==> src/rtl/memory_region_router_if.sv <==
// memory_region_router bus bundle
// CPU memory-stage side and region-target side in one interface
interface memory_region_router_if #(
  parameter int DATA_W = 32,
  parameter int ADDR_W = 32,
  parameter int SEL_W  = 2
);
  localparam int NR = 1 << SEL_W;

  logic                     MR_i;
  logic                     MW_i;
  logic [ADDR_W-1:0]        address_i;
  logic [DATA_W-1:0]        data_i;
  logic [DATA_W-1:0]        data_o;
  logic                     stall_o;
  logic                     done_o;
  logic                     err_o;
  logic [NR-1:0]            req_o;
  logic                     we_o;
  logic [ADDR_W-SEL_W-1:0]  addr_o;
  logic [DATA_W-1:0]        wdata_o;
  logic [NR-1:0]            ack_i;
  logic [NR*DATA_W-1:0]     rdata_i;

  modport slave (
    input  MR_i, MW_i, address_i, data_i,
    input  ack_i, rdata_i,
    output data_o, stall_o, done_o, err_o,
    output req_o, we_o, addr_o, wdata_o
  );

  modport master (
    output MR_i, MW_i, address_i, data_i,
    output ack_i, rdata_i,
    input  data_o, stall_o, done_o, err_o,
    input  req_o, we_o, addr_o, wdata_o
  );
endinterface

==> src/rtl/memory_region_router.sv <==
// memory_region_router: decodes CPU accesses into regions,
// runs req/ack with the target, stalls CPU, returns read data
module memory_region_router #(
  parameter int DATA_W = 32,
  parameter int ADDR_W = 32,
  parameter int SEL_W  = 2,
  parameter logic [(1<<SEL_W)-1:0] REGION_EN = '1,
  parameter int TIMEOUT = 15,
  parameter logic [DATA_W-1:0] ERR_DATA = 32'hDEADBEEF
) (
  input  logic clk_i,
  input  logic rst_n_i,
  memory_region_router_if.slave bus
);
  localparam int NR = 1 << SEL_W;
  localparam int AW = ADDR_W - SEL_W;
  localparam int CW = (TIMEOUT > 0) ?
                      $clog2(TIMEOUT + 1) : 1;
  localparam logic [CW-1:0] TLAST =
    CW'((TIMEOUT > 0) ? TIMEOUT - 1 : 0);

  localparam logic [1:0] S_IDLE   = 2'd0;
  localparam logic [1:0] S_ACCESS = 2'd1;
  localparam logic [1:0] S_RESP   = 2'd2;

  logic [1:0]        state;
  logic [SEL_W-1:0]  sel;
  logic              we;
  logic [AW-1:0]     addr;
  logic [DATA_W-1:0] wdata;
  logic [DATA_W-1:0] data;
  logic              err;
  logic [CW-1:0]     cnt;

  logic [SEL_W-1:0]  sel_in;
  logic              cpu_req;
  logic              ack_sel;
  logic              expire;
  logic [DATA_W-1:0] rdata_sel;

  assign sel_in    = bus.address_i[ADDR_W-1 -: SEL_W];
  assign cpu_req   = bus.MR_i | bus.MW_i;
  assign ack_sel   = bus.ack_i[sel];
  assign rdata_sel = bus.rdata_i[int'(sel)*DATA_W +: DATA_W];
  assign expire    = (TIMEOUT != 0) && (cnt == TLAST);

  assign bus.stall_o = ((state == S_IDLE) & cpu_req)
                     | (state == S_ACCESS);
  assign bus.req_o   = (state == S_ACCESS) ?
                       (NR'(1) << sel) : '0;
  assign bus.done_o  = (state == S_RESP);
  assign bus.err_o   = (state == S_RESP) & err;
  assign bus.we_o    = we;
  assign bus.addr_o  = addr;
  assign bus.wdata_o = wdata;
  assign bus.data_o  = data;

  // Transaction FSM, latched bus fields, timeout counter
  always_ff @(posedge clk_i or negedge rst_n_i) begin
    if (!rst_n_i) begin
      state <= S_IDLE;
      sel   <= '0;
      we    <= 1'b0;
      addr  <= '0;
      wdata <= '0;
      data  <= '0;
      err   <= 1'b0;
      cnt   <= '0;
    end else begin
      case (state)
        S_IDLE: begin
          if (cpu_req) begin
            if (REGION_EN[sel_in]) begin
              sel   <= sel_in;
              we    <= bus.MW_i;
              addr  <= bus.address_i[AW-1:0];
              wdata <= bus.data_i;
              cnt   <= '0;
              err   <= 1'b0;
              state <= S_ACCESS;
            end else begin
              err   <= 1'b1;
              if (!bus.MW_i) data <= ERR_DATA;
              state <= S_RESP;
            end
          end
        end
        S_ACCESS: begin
          if (ack_sel) begin
            if (!we) data <= rdata_sel;
            err   <= 1'b0;
            state <= S_RESP;
          end else if (expire) begin
            if (!we) data <= ERR_DATA;
            err   <= 1'b1;
            state <= S_RESP;
          end else if (cnt != '1) begin
            cnt <= cnt + CW'(1);
          end
        end
        S_RESP:  state <= S_IDLE;
        default: state <= S_IDLE;
      endcase
    end
  end
endmodule

==> src/flat_wrapper.sv <==
// flat-port wrapper written by rule: the top's interface ports become plain ports
module memory_region_router_flat 
#(
  parameter int DATA_W = 32,
  parameter int ADDR_W = 32,
  parameter int SEL_W  = 2,
  parameter logic [(1<<SEL_W)-1:0] REGION_EN = '1,
  parameter int TIMEOUT = 15,
  parameter logic [DATA_W-1:0] ERR_DATA = 32'hDEADBEEF
)
  (clk_i, rst_n_i, bus_MR_i, bus_MW_i, bus_address_i, bus_data_i, bus_ack_i, bus_rdata_i, bus_data_o, bus_stall_o, bus_done_o, bus_err_o, bus_req_o, bus_we_o, bus_addr_o, bus_wdata_o);
  memory_region_router_if #(.DATA_W(DATA_W), .ADDR_W(ADDR_W), .SEL_W(SEL_W)) bus_i ();
  input  logic clk_i;
  input  logic rst_n_i;
  input wire logic [$bits(bus_i.MR_i)-1:0] bus_MR_i;
  input wire logic [$bits(bus_i.MW_i)-1:0] bus_MW_i;
  input wire logic [$bits(bus_i.address_i)-1:0] bus_address_i;
  input wire logic [$bits(bus_i.data_i)-1:0] bus_data_i;
  input wire logic [$bits(bus_i.ack_i)-1:0] bus_ack_i;
  input wire logic [$bits(bus_i.rdata_i)-1:0] bus_rdata_i;
  output wire logic [$bits(bus_i.data_o)-1:0] bus_data_o;
  output wire logic [$bits(bus_i.stall_o)-1:0] bus_stall_o;
  output wire logic [$bits(bus_i.done_o)-1:0] bus_done_o;
  output wire logic [$bits(bus_i.err_o)-1:0] bus_err_o;
  output wire logic [$bits(bus_i.req_o)-1:0] bus_req_o;
  output wire logic [$bits(bus_i.we_o)-1:0] bus_we_o;
  output wire logic [$bits(bus_i.addr_o)-1:0] bus_addr_o;
  output wire logic [$bits(bus_i.wdata_o)-1:0] bus_wdata_o;
  assign bus_i.MR_i = bus_MR_i;
  assign bus_i.MW_i = bus_MW_i;
  assign bus_i.address_i = bus_address_i;
  assign bus_i.data_i = bus_data_i;
  assign bus_i.ack_i = bus_ack_i;
  assign bus_i.rdata_i = bus_rdata_i;
  assign bus_data_o = bus_i.data_o;
  assign bus_stall_o = bus_i.stall_o;
  assign bus_done_o = bus_i.done_o;
  assign bus_err_o = bus_i.err_o;
  assign bus_req_o = bus_i.req_o;
  assign bus_we_o = bus_i.we_o;
  assign bus_addr_o = bus_i.addr_o;
  assign bus_wdata_o = bus_i.wdata_o;
  memory_region_router #(.DATA_W(DATA_W), .ADDR_W(ADDR_W), .SEL_W(SEL_W), .REGION_EN(REGION_EN), .TIMEOUT(TIMEOUT), .ERR_DATA(ERR_DATA)) u_core (.clk_i(clk_i), .rst_n_i(rst_n_i), .bus(bus_i));
endmodule
==> config.mk <==
export PLATFORM = sky130hd
export DESIGN_NAME = memory_region_router_flat
export DESIGN_NICKNAME = d
export VERILOG_FILES = /design/src/rtl/memory_region_router_if.sv /design/src/rtl/memory_region_router.sv /design/src/flat_wrapper.sv
export SDC_FILE = /design/constraint.sdc
export NUM_CORES = 1
export LEC_CHECK = 0
export BUFFER_PORTS_ARGS = -buffer_cell sky130_fd_sc_hd__buf_2
export CELL_PAD_IN_SITES_DETAIL_PLACEMENT = 1
export CELL_PAD_IN_SITES_GLOBAL_PLACEMENT = 2
export CORE_ASPECT_RATIO = 1.4
export CORE_MARGIN = 4
export CORE_UTILIZATION = 28
export DETAILED_ROUTE_END_ITERATION = 7
export PLACE_DENSITY = 0.95
export SYNTH_ARGS = -nofsm -noshare
export SYNTH_HDL_FRONTEND = slang
export SYNTH_SLANG_ARGS = --single-unit
==> constraint.sdc <==
create_clock -name clk_i -period 5.5 [get_ports clk_i]
set_input_delay 0.275 -clock clk_i [delete_from_list [all_inputs] [get_ports clk_i]]
set_output_delay 0.275 -clock clk_i [all_outputs]
set_load 0.03 [all_outputs]
# Word-level counts from Yosys, hierarchy flattened

Cells that the tools add are included.

Register bits after elaboration: 104
Word-level logic and storage cells: 66

Add/subtract/negate cells: 1
$lt $le $gt $ge: 2
Equality and inequality tests: 13
Shift operators: 2
Mux-type cells: 29
Bitwise logic cells: 4
Reduce and logical (&&, ||, !) cells: 7

Operators by type and width:

| cell                | count |
|---|---|
| $mux 32             | 7 |
| $shiftx 128x8->32   | 1 |
| $pmux 32 s2         | 1 |
| $mux 4              | 6 |
| $ne 2x2->1 const B  | 7 |
| $reduce_and 6->1    | 2 |
| $mux 2              | 4 |
| $pmux 4 s2          | 1 |
| $lt 2x3->1 const B  | 2 |
| $mux 1              | 6 |
| $reduce_and 3->1    | 2 |
| $add 4x1->4 const B | 1 |
| $bmux 1 s2          | 2 |
| $eq 4x4->1 const B  | 1 |
| $ne 4x4->1 const B  | 1 |
| $pmux 2 s2          | 1 |
| $shl 1x2->4 const A | 1 |
| $ne 3x1->1 const B  | 1 |
| $and 1x1->1         | 2 |
| $eq 2x1->1 const B  | 1 |
| $eq 2x2->1 const B  | 1 |
| $logic_not 2->1     | 1 |
| $ne 2x1->1 const B  | 1 |
| $or 1x1->1          | 2 |
| other kinds (3)     | 3 |

# Depth between registers and ports, before layout

Gate-level depths: netlist of run 1.

Word-level depth: 5
Gate-level depth with buffers: 7
Mapped depth without buffers: 5

# Least setup slack after synthesis of run 1

No wires, ideal clock.

Kind: register to output
Start: register u_core.sel[1]
End: output bus_req_o[0]
Data arrival time: 1.521 ns
Data required time: 5.225 ns
Slack: 3.704 ns
Stages on the path, launching flop included: 4
Cells stage by stage: dfrtp_1 clkbuf_1 buf_1 nor3_1

Longest elaborated chain between the ends: 2

RTL lines:

| item                   | RTL line                   | source |
|---|---|---|
| from (decl)            | memory_region_router.sv:27 | `logic [SEL_W-1:0] sel;` |
| from (signal assigned) | memory_region_router.sv:74 | `sel <= sel_in;` |
| $shl 1x2->4            | memory_region_router.sv:50 | `(NR'(1) << sel) : '0;` |
| $mux 4                 | memory_region_router.sv:49 | `assign bus.req_o = (state == S_ACCESS) ?` |
| to (decl)              | flat_wrapper.sv:25         | `output wire logic [$bits(bus_i.req_o)-1:0] bus_req_o;` |

No other way between the ends.

# Final worst setup path of run 1

Start: register u_core.state[1]
End: register u_core.addr[18], in the netlist u_core.bus.addr_o[18]

Longest elaborated chain between the ends: 2

RTL lines:

| item                              | RTL line                   | source |
|---|---|---|
| from (decl)                       | memory_region_router.sv:26 | `logic [1:0] state;` |
| from (signal assigned)            | memory_region_router.sv:61 | `state <= S_IDLE;` |
| from (signal assigned)            | memory_region_router.sv:80 | `state <= S_ACCESS;` |
| from (signal assigned)            | memory_region_router.sv:84 | `state <= S_RESP;` |
| $logic_not 2->1                   | memory_region_router.sv:70 | `case (state)` |
| $reduce_and 3->1 (no source line) | -                          |  |
| to (signal assigned)              | memory_region_router.sv:76 | `addr <= bus.address_i[AW-1:0];` |
| to (decl)                         | memory_region_router.sv:29 | `logic [AW-1:0] addr;` |

No other way between the ends.
A chain may end at the register's enable or synchronous reset.

==> qor.csv, run 1 <==
metric,value,unit
status,completed,
cpMaxStageDelayCell,nor3_4,
drt-initial-drc-count,153,
grt_antenna_before_repair,5,
route.detailed.drc,0,
synth-compound-area-share,0.0804,
hold_ws,0.159,ns
crit_chain,"nor2b_1, nor3_4, buf_4, mux2_2",
drt_wl_total,16000,microns
hpwl,13100,microns
synth_top_family_by_area,multiplexers,
crit_buf_inv,1,
hold_buffers,1,
place_area,0.00646,sq mm
ys_ff_latch,104,
synth_edf_count,0,
die_y,163,microns
fin_ws,2.68,ns
cts_max_path_buffers,2,
place_ws,2.65,ns
report.final.slew_viol_count,0,
synth.area.top_cells,"dfrtp_1, mux4_2, mux2_2",
syn_area,0.00478,sq mm
finalSetupTns,0,ns
post-cts-setup-buffers,0,
synth_top_area_cell,dfrtp_1,
final_cell_area,0.00676,sq mm
rows,56,
drive_gt1_frac,0.699,
path_class,flop to flop,
firstDrtPassIters,4,
insertion_delay,0.35,ns
maxSlewHeadroom,0.302,
cts.sinks,104,
yosys-mux-area-fraction,0.306,
finalHoldViolations,0,
io_pins,302,
dieWidth,118,microns
cts_tree,done,
fin_crit_sh,0.512,
seq_area_frac_synth,0.545,
syn_area_per_cell,15.7,sq um
synth_cell_types,35,
synthXorXnorAreaFrac,0,
grt_overflow,0,
finalNetCount,801,
grt_max_degree,74,
dieArea,0.0192,sq mm
rsz0062_at_grt,no,
via_per_inst,4.88,
yosysWarningCount,0,
drv_cap,0,
initial_core_util,0.285,
gp_congestion,0.750,
grt_usage,0.165,
async_reset_ff_frac,1.00,
root_buffer,clkbuf_16,
fmax,0.355,GHz
period_needed,2.82,ns
yosys.area.top_type_share,0.545,
path_clk_slew,0.08,ns
cp_max_fo,45,
core_area,0.0167,sq mm
wl_per_cell,19.8,microns
ys.flop_type,dfrtp_1,
start_kind,flop,
cts_max_level,3,
tightest_slew,1.04,ns
hp-class,input pin to flop,
synthCells,305,
powerDensity,669,mW/mm^2
required,5.72,ns
grt_pass1_wl,25100,microns
grt_pass1_vias,4497,
area_growth,41.6,%
synthAdderAreaFrac,0.00524,
post_cts_resized,0,
ir_drop,478,uV
yosys.cell_count.top_type,dfrtp_1,
via_count,3946,
cp.arrival,3.04,ns
slowest_delay,0.89,ns
cts_made_buffers,9,
syn_nets,507,
setup_viol,0,
ant_nets,0,
numPortBuffers,301,
power.leakage,3.26,nW
cp_top_family,simple AND/OR/NAND/NOR gates,
cp-end-kind,flop,
synth_common_cells,"dfrtp_1, mux2_2, mux4_2, o22a_1, buf_2",
fin_worst_skew,0.0103,ns
synth-simple-area-share,0.0354,
[state kept, by name (all words and copies together), names as in the netlist]
| name | flops |
|---|---|
| u_core.bus.wdata_o | 32 |
| u_core.bus.addr_o | 30 |
| u_core.sel | 2 |
| u_core.cnt | 4 |
| u_core.err | 1 |
| u_core.state | 2 |
| u_core.bus.we_o | 1 |
| u_core.bus.data_o | 32 |
[cells by family after synthesis]
logic type,after synthesis
flip-flops,104
adder cells (fa/ha/maj),2
AND/OR/NAND/NOR,30
buffers and inverters,27
multiplexers,97
AO/OA/AOI/OAI,45
[routing by layer]
metal,track usage,up-vias,part of all wire
met5,0,-,0.0030
met4,0.0416,8,0.013
met3,0.0660,22,0.11
met2,0.291,225,0.51
met1,0.186,1928,0.37
li1,-,1763,-
[metrics by stage]
stage	total power, W	cells	utilization
after floorplan	0.00322	305	-
after global placement	0.00385	790	0.386
after detailed placement	0.00396	790	0.386
after CTS	0.00460	807	0.404
after global routing	0.00481	808	0.404
final	0.00453	808	0.404
[area by class of cell]
| type | count | area [sq um] |
|---|---|---|
| Antenna cell | 1 | 2.50 |
| Clock buffer | 10 | 229 |
| Multi-Input combinational cell | 174 | 2050 |
| Timing Repair Buffer | 306 | 1550 |
| Tap cell | 203 | 254 |
| Fill cell | 1865 | 9980 |
| Sequential cell | 104 | 2600 |
| Clock inverter | 6 | 62.6 |
| Inverter | 4 | 15.0 |
[path summary, 6_finish.rpt]
path                                              from                endpoint  slack [ns]  cells after the start
worst min-delay path                 bus_address_i[31]           u_core.sel[1]        0.16                      2
worst min register to register  u_core.bus.wdata_o[26]  u_core.bus.wdata_o[26]        0.50                      1
max in group asynchronous                      rst_n_i           u_core.sel[0]        3.74                      3
worst max-delay path                   u_core.state[1]   u_core.bus.addr_o[18]        2.68                      4
min in group asynchronous                      rst_n_i  u_core.bus.wdata_o[12]        0.42                      2
worst max register to register         u_core.state[1]   u_core.bus.addr_o[18]        2.68                      4
[power by group]
part           total (W)  switching [W]  internal [W]
Combinational    0.00253        0.00151       0.00102
Clock           0.000628       0.000309      0.000320
Sequential       0.00136       0.000218       0.00115
[layout by cell type, fill, tap and decap left out, types with 2 or more instances in the layout]
master / synthesis / final
o211a_1: 2 / 2
nor2_1: 5 / 5
mux4_2: 33 / 33
ha_1: 2 / 2
buf_4: 4 / 5
dfrtp_1: 104 / 103
nand2_1: 4 / 4
clkinv_4: 0 / 2
o22a_1: 24 / 24
inv_6: 0 / 2
nand3_1: 3 / 3
buf_2: 13 / 300
nor3_1: 3 / 3
o21ai_0: 3 / 3
clkbuf_16: 0 / 9
a22o_1: 9 / 9
mux2_2: 64 / 64
and3_1: 3 / 3
nor2b_1: 2 / 2
inv_1: 4 / 4
Note: power is estimated with default switching activity, not from simulation.
==> inputs of run 2 (changes only) <==
--- a/config.mk
+++ b/config.mk
@@ -10,9 +10,9 @@
 export CELL_PAD_IN_SITES_GLOBAL_PLACEMENT = 2
 export CORE_ASPECT_RATIO = 1.4
 export CORE_MARGIN = 4
-export CORE_UTILIZATION = 28
+export CORE_UTILIZATION = 24
 export DETAILED_ROUTE_END_ITERATION = 7
-export PLACE_DENSITY = 0.95
+export PLACE_DENSITY = 0.88
 export SYNTH_ARGS = -nofsm -noshare
 export SYNTH_HDL_FRONTEND = slang
 export SYNTH_SLANG_ARGS = --single-unit
==> constraint.sdc (replaced) <==
create_clock -name clk_i -period 2.3 [get_ports clk_i]
set_input_delay 0.115 -clock clk_i [delete_from_list [all_inputs] [get_ports clk_i]]
set_output_delay 0.115 -clock clk_i [all_outputs]
set_load 0.03 [all_outputs]
==> run 2 against run 1 <==
- global-route usage down 1.4 points
- non-clock buffer count increased by 64
- worst setup slack lost 2.4 ns
- critical path depth is 1 lower
- register-to-register slack lost 2.4 ns
- via count is 6.2% higher
- routed wire length rose by 5.7%
- largest cell class unchanged
- largest power group unchanged
==> qor.csv, run 2 (synthesized netlist as in run 1, its figures left out) <==
metric,value,unit
status,completed,
cp_max_fo,24,
wl_per_cell,18.4,microns
drive_gt1_frac,0.644,
drt-initial-drc-count,135,
fin_ws,0.254,ns
hold_buffers,57,
grt_pass1_wl,26400,microns
initial_core_util,0.247,
report.final.slew_viol_count,0,
firstDrtPassIters,4,
required,2.54,ns
cts_tree,done,
finalHoldViolations,0,
cp.arrival,2.28,ns
period_needed,2.05,ns
post_cts_resized,0,
grt_antenna_before_repair,2,
fin_crit_sh,0.890,
area_growth,56.6,%
io_pins,302,
rows,60,
cts_max_path_buffers,2,
ir_drop,560,uV
gp_congestion,0.737,
hp-class,input pin to flop,
start_kind,flop,
numPortBuffers,301,
root_buffer,clkbuf_16,
fin_cells,918,
dp.cells,841,
cts_max_level,3,
cts.sinks,104,
rsz0062_at_grt,no,
ant_nets,0,
layout_commonest_cell,buf_2,
reg2reg_setup_slack,0.25,ns
fin_worst_skew,0.0171,ns
place_ws,0.223,ns
die_y,175,microns
fill_cells,2174,
grt_overflow,0,
cts_made_buffers,9,
powerDensity,1480,mW/mm^2
core_area,0.0194,sq mm
grt_pass1_vias,4905,
final_cell_mix,"buf_2, dfrtp_1, mux2_2, dlygate4sd3_1, mux4_2",
dieArea,0.0223,sq mm
finalNetCount,865,
seq_area,0.00261,sq mm
grt_usage,0.151,
via_count,4189,
fmax,0.489,GHz
path_class,flop to flop,
dieWidth,127,microns
grt_max_degree,55,
post-cts-setup-buffers,0,
drt_wl_total,16900,microns
via_per_inst,4.56,
tightest_slew,0.806,ns
hpwl,12900,microns
route.detailed.drc,0,
path_clk_slew,0.07,ns
power.leakage,3.53,nW
cp-end-kind,flop,
setup_viol,0,
maxSlewHeadroom,0.462,
insertion_delay,0.35,ns
multiInputGateArea,0.00205,sq mm
finalSetupTns,0,ns
drv_cap,0,
## run 2: through the flow
step / hold WS [ns] / util / total power, W / instance area, sq um
floorplan: -0.181 / - / 0.00769 / 4780
global placement: 0.0510 / 0.341 / 0.00941 / 6600
detailed placement: 0.0533 / 0.341 / 0.00959 / 6600
CTS: 0.000787 / 0.385 / 0.0112 / 7450
global route: 0.000514 / 0.386 / 0.0117 / 7480
finish: 0.00991 / 0.386 / 0.0110 / 7480
## run 2: layout make-up
type,count,share of cell area
flip-flops and latches,104,0.348
repair buffers,370,0.296
multi-input cells,174,0.274
well taps,248,0.0415
clock buffers,9,0.0301
clock inverters,7,0.00786
inverters,4,0.00201
diodes,2,0.000669
## run 2: final timing paths
| kind | start | to | depth (start not counted) |
|---|---|---|---|
| max in group asynchronous | rst_n_i | u_core.sel[0] | 3 |
| hold reg to reg | u_core.bus.addr_o[2] | u_core.bus.addr_o[2] | 1 |
| hold / removal | bus_address_i[22] | u_core.bus.addr_o[22] | 2 |
| setup reg to reg | u_core.sel[0] | u_core.bus.data_o[6] | 3 |
| setup / recovery | u_core.sel[0] | u_core.bus.data_o[6] | 3 |
| min in group asynchronous | rst_n_i | u_core.bus.addr_o[18] | 2 |
## run 2: layer usage
| metal | routed length, microns | track usage | part of all wire | vias up |
|---|---|---|---|---|
| met5 | 0 | 0 | 0 | - |
| met2 | 8770 | 0.274 | 0.52 | 227 |
| met4 | 206 | 0.0380 | 0.012 | 0 |
| met1 | 6380 | 0.171 | 0.38 | 2057 |
| met3 | 1530 | 0.0468 | 0.091 | 12 |
| li1 | - | - | - | 1893 |
## run 2: power breakdown
part	total, W	internal [W]	leakage [nW]	switching [W]
Sequential	0.00322	0.00275	1.22	0.000476
Clock	0.00149	0.000755	0.139	0.000733
Combinational	0.00633	0.00262	2.18	0.00371
## run 2: critical path: stages (launching register included)
cell and delay [ns]:
dfrtp_2 0.37, mux4_2 0.63, o211a_1 0.58, o22a_1 0.35
==> inputs of run 3 (changes only) <==
--- a/config.mk
+++ b/config.mk
@@ -6,13 +6,14 @@
 export NUM_CORES = 1
 export LEC_CHECK = 0
 export BUFFER_PORTS_ARGS = -buffer_cell sky130_fd_sc_hd__buf_2
+export CAP_MARGIN = 0
 export CELL_PAD_IN_SITES_DETAIL_PLACEMENT = 1
 export CELL_PAD_IN_SITES_GLOBAL_PLACEMENT = 2
 export CORE_ASPECT_RATIO = 1.4
 export CORE_MARGIN = 4
-export CORE_UTILIZATION = 24
+export CORE_UTILIZATION = 28
 export DETAILED_ROUTE_END_ITERATION = 7
-export PLACE_DENSITY = 0.88
+export PLACE_DENSITY = 0.95
 export SYNTH_ARGS = -nofsm -noshare
 export SYNTH_HDL_FRONTEND = slang
 export SYNTH_SLANG_ARGS = --single-unit
==> constraint.sdc (replaced) <==
create_clock -name clk_i -period 2.38 [get_ports clk_i]
set_input_delay 0.119 -clock clk_i [delete_from_list [all_inputs] [get_ports clk_i]]
set_output_delay 0.119 -clock clk_i [all_outputs]
set_load 0.03 [all_outputs]
==> run 3 against run 2 <==
- clock skew about the same
- sequential power decreased by 2%
- register-to-register slack improved by 0.03 ns
- via count decreased by 1.3%
- count of clock-buffer cells in the layout unchanged
- worst setup slack improved by 0.025 ns
- final cell count decreased by 7.4%
- core utilization increased by 4.4 points
- critical path type unchanged
- largest cell class unchanged
==> qor.csv, run 3 (synthesized netlist as in run 1, its figures left out) <==
metric,value,unit
fin_crit_sh,0.883,
start_kind,flop,
cpMaxStageDelayCell,mux4_2,
cts.sinks,104,
post-cts-setup-buffers,0,
drt-initial-drc-count,132,
required,2.60,ns
cts_max_path_buffers,2,
slowest_delay,0.65,ns
path_class,flop to flop,
maxSlewHeadroom,0.463,
cts_max_level,3,
fmax,0.476,GHz
drive_gt1_frac,0.659,
ir_drop,1480,uV
root_buffer,clkbuf_16,
finalSetupTns,0,ns
via_count,4134,
hold_ws,0.0165,ns
insertion_delay,0.34,ns
firstDrtPassIters,4,
layout_commonest_cell,buf_2,
status,completed,
cts_made_buffers,9,
rows,56,
finalNetCount,843,
ant_nets,0,
numPortBuffers,301,
report.final.slew_viol_count,0,
grt_overflow,0,
io_pins,302,
final_cell_mix,"buf_2, dfrtp_1, mux2_2, dlygate4sd3_1, mux4_2",
via_per_inst,4.86,
grt_max_degree,57,
utilization,0.430,
cts_tree,done,
drt_wl_total,16800,microns
rsz0062_at_grt,no,
area_growth,50.7,%
finalHoldViolations,0,
initial_core_util,0.285,
path_clk_slew,0.08,ns
cp-end-kind,flop,
tightest_slew,0.806,ns
crit_chain,"mux4_2, o211a_1, o22a_1",
dieWidth,118,microns
period_needed,2.10,ns
drv_cap,0,
power.leakage,3.44,nW
setup_viol,0,
cp.arrival,2.32,ns
grt_pass1_vias,4725,
cp_max_fo,24,
dp.cells,793,
gp_congestion,0.779,
powerDensity,1470,mW/mm^2
hpwl,13200,microns
wl_per_cell,19.8,microns
place_ws,0.267,ns
grt_antenna_before_repair,3,
core_area,0.0167,sq mm
route.detailed.drc,0,
fin_cells,850,
grt_pass1_wl,25900,microns
die_y,163,microns
fin_ws,0.279,ns
dieArea,0.0192,sq mm
grt_usage,0.172,
hp-class,input pin to flop,
fin_worst_skew,0.0168,ns
-- run 3: cell type report --
| type | count | area (sq um) |
|---|---|---|
| clock buffers | 9 | 225 |
| inverters | 4 | 15.0 |
| diodes | 1 | 2.50 |
| flip-flops and latches | 104 | 2600 |
| well taps | 203 | 254 |
| clock inverters | 7 | 62.6 |
| fillers | 1838 | 9550 |
| multi-input cells | 174 | 2050 |
| repair buffers | 348 | 1990 |
-- run 3: through the flow --
| step | cell area, sq um | power (W) |
|---|---|---|
| CTS | 7190 | 0.0107 |
| floorplan | 4780 | 0.00743 |
| detailed placement | 6510 | 0.00923 |
| finish | 7200 | 0.0106 |
| global route | 7200 | 0.0112 |
| global placement | 6510 | 0.00897 |
-- run 3: final timing paths --
path / from / to / slack (ns) / depth (start not counted)
worst max-delay path: u_core.sel[0] / u_core.bus.data_o[19] / 0.28 / 3
worst min-delay path: bus_address_i[18] / u_core.bus.addr_o[18] / 0.02 / 2
worst max register to register: u_core.sel[0] / u_core.bus.data_o[19] / 0.28 / 3
worst min register to register: u_core.bus.wdata_o[26] / u_core.bus.wdata_o[26] / 0.50 / 1
max in group asynchronous: rst_n_i / u_core.bus.wdata_o[7] / 1.22 / 3
min in group asynchronous: rst_n_i / u_core.bus.wdata_o[9] / 0.36 / 2
-- run 3: where the power goes --
group	switching, W	total [W]	internal, W	leakage (nW)
Combinational	0.00354	0.00600	0.00246	2.08
Clock	0.000704	0.00144	0.000733	0.144
Sequential	0.000504	0.00316	0.00265	1.22
Total	0.00475	0.0106	0.00584	3.44
-- run 3: critical path: cells and delay by family (launching register included) --
| family | cells | cell delay (ns) |
|---|---|---|
| flops | 1 | 0.37 |
| compound gates | 2 | 0.94 |
| mux | 1 | 0.65 |
-- run 3: repair_timing --
item                                   in CTS  in global routing
hold buffers                               39                  1
endpoints found under the hold margin      86                  1
gates resized for setup                     0                  0
-- run 3: per-layer routing --
metal,wire length [microns],up-vias,global-route usage
met3,1620,21,0.0636
met4,251,4,0.0480
met1,6100,2029,0.184
met5,27,-,0
met2,8810,231,0.316
li1,-,1849,-
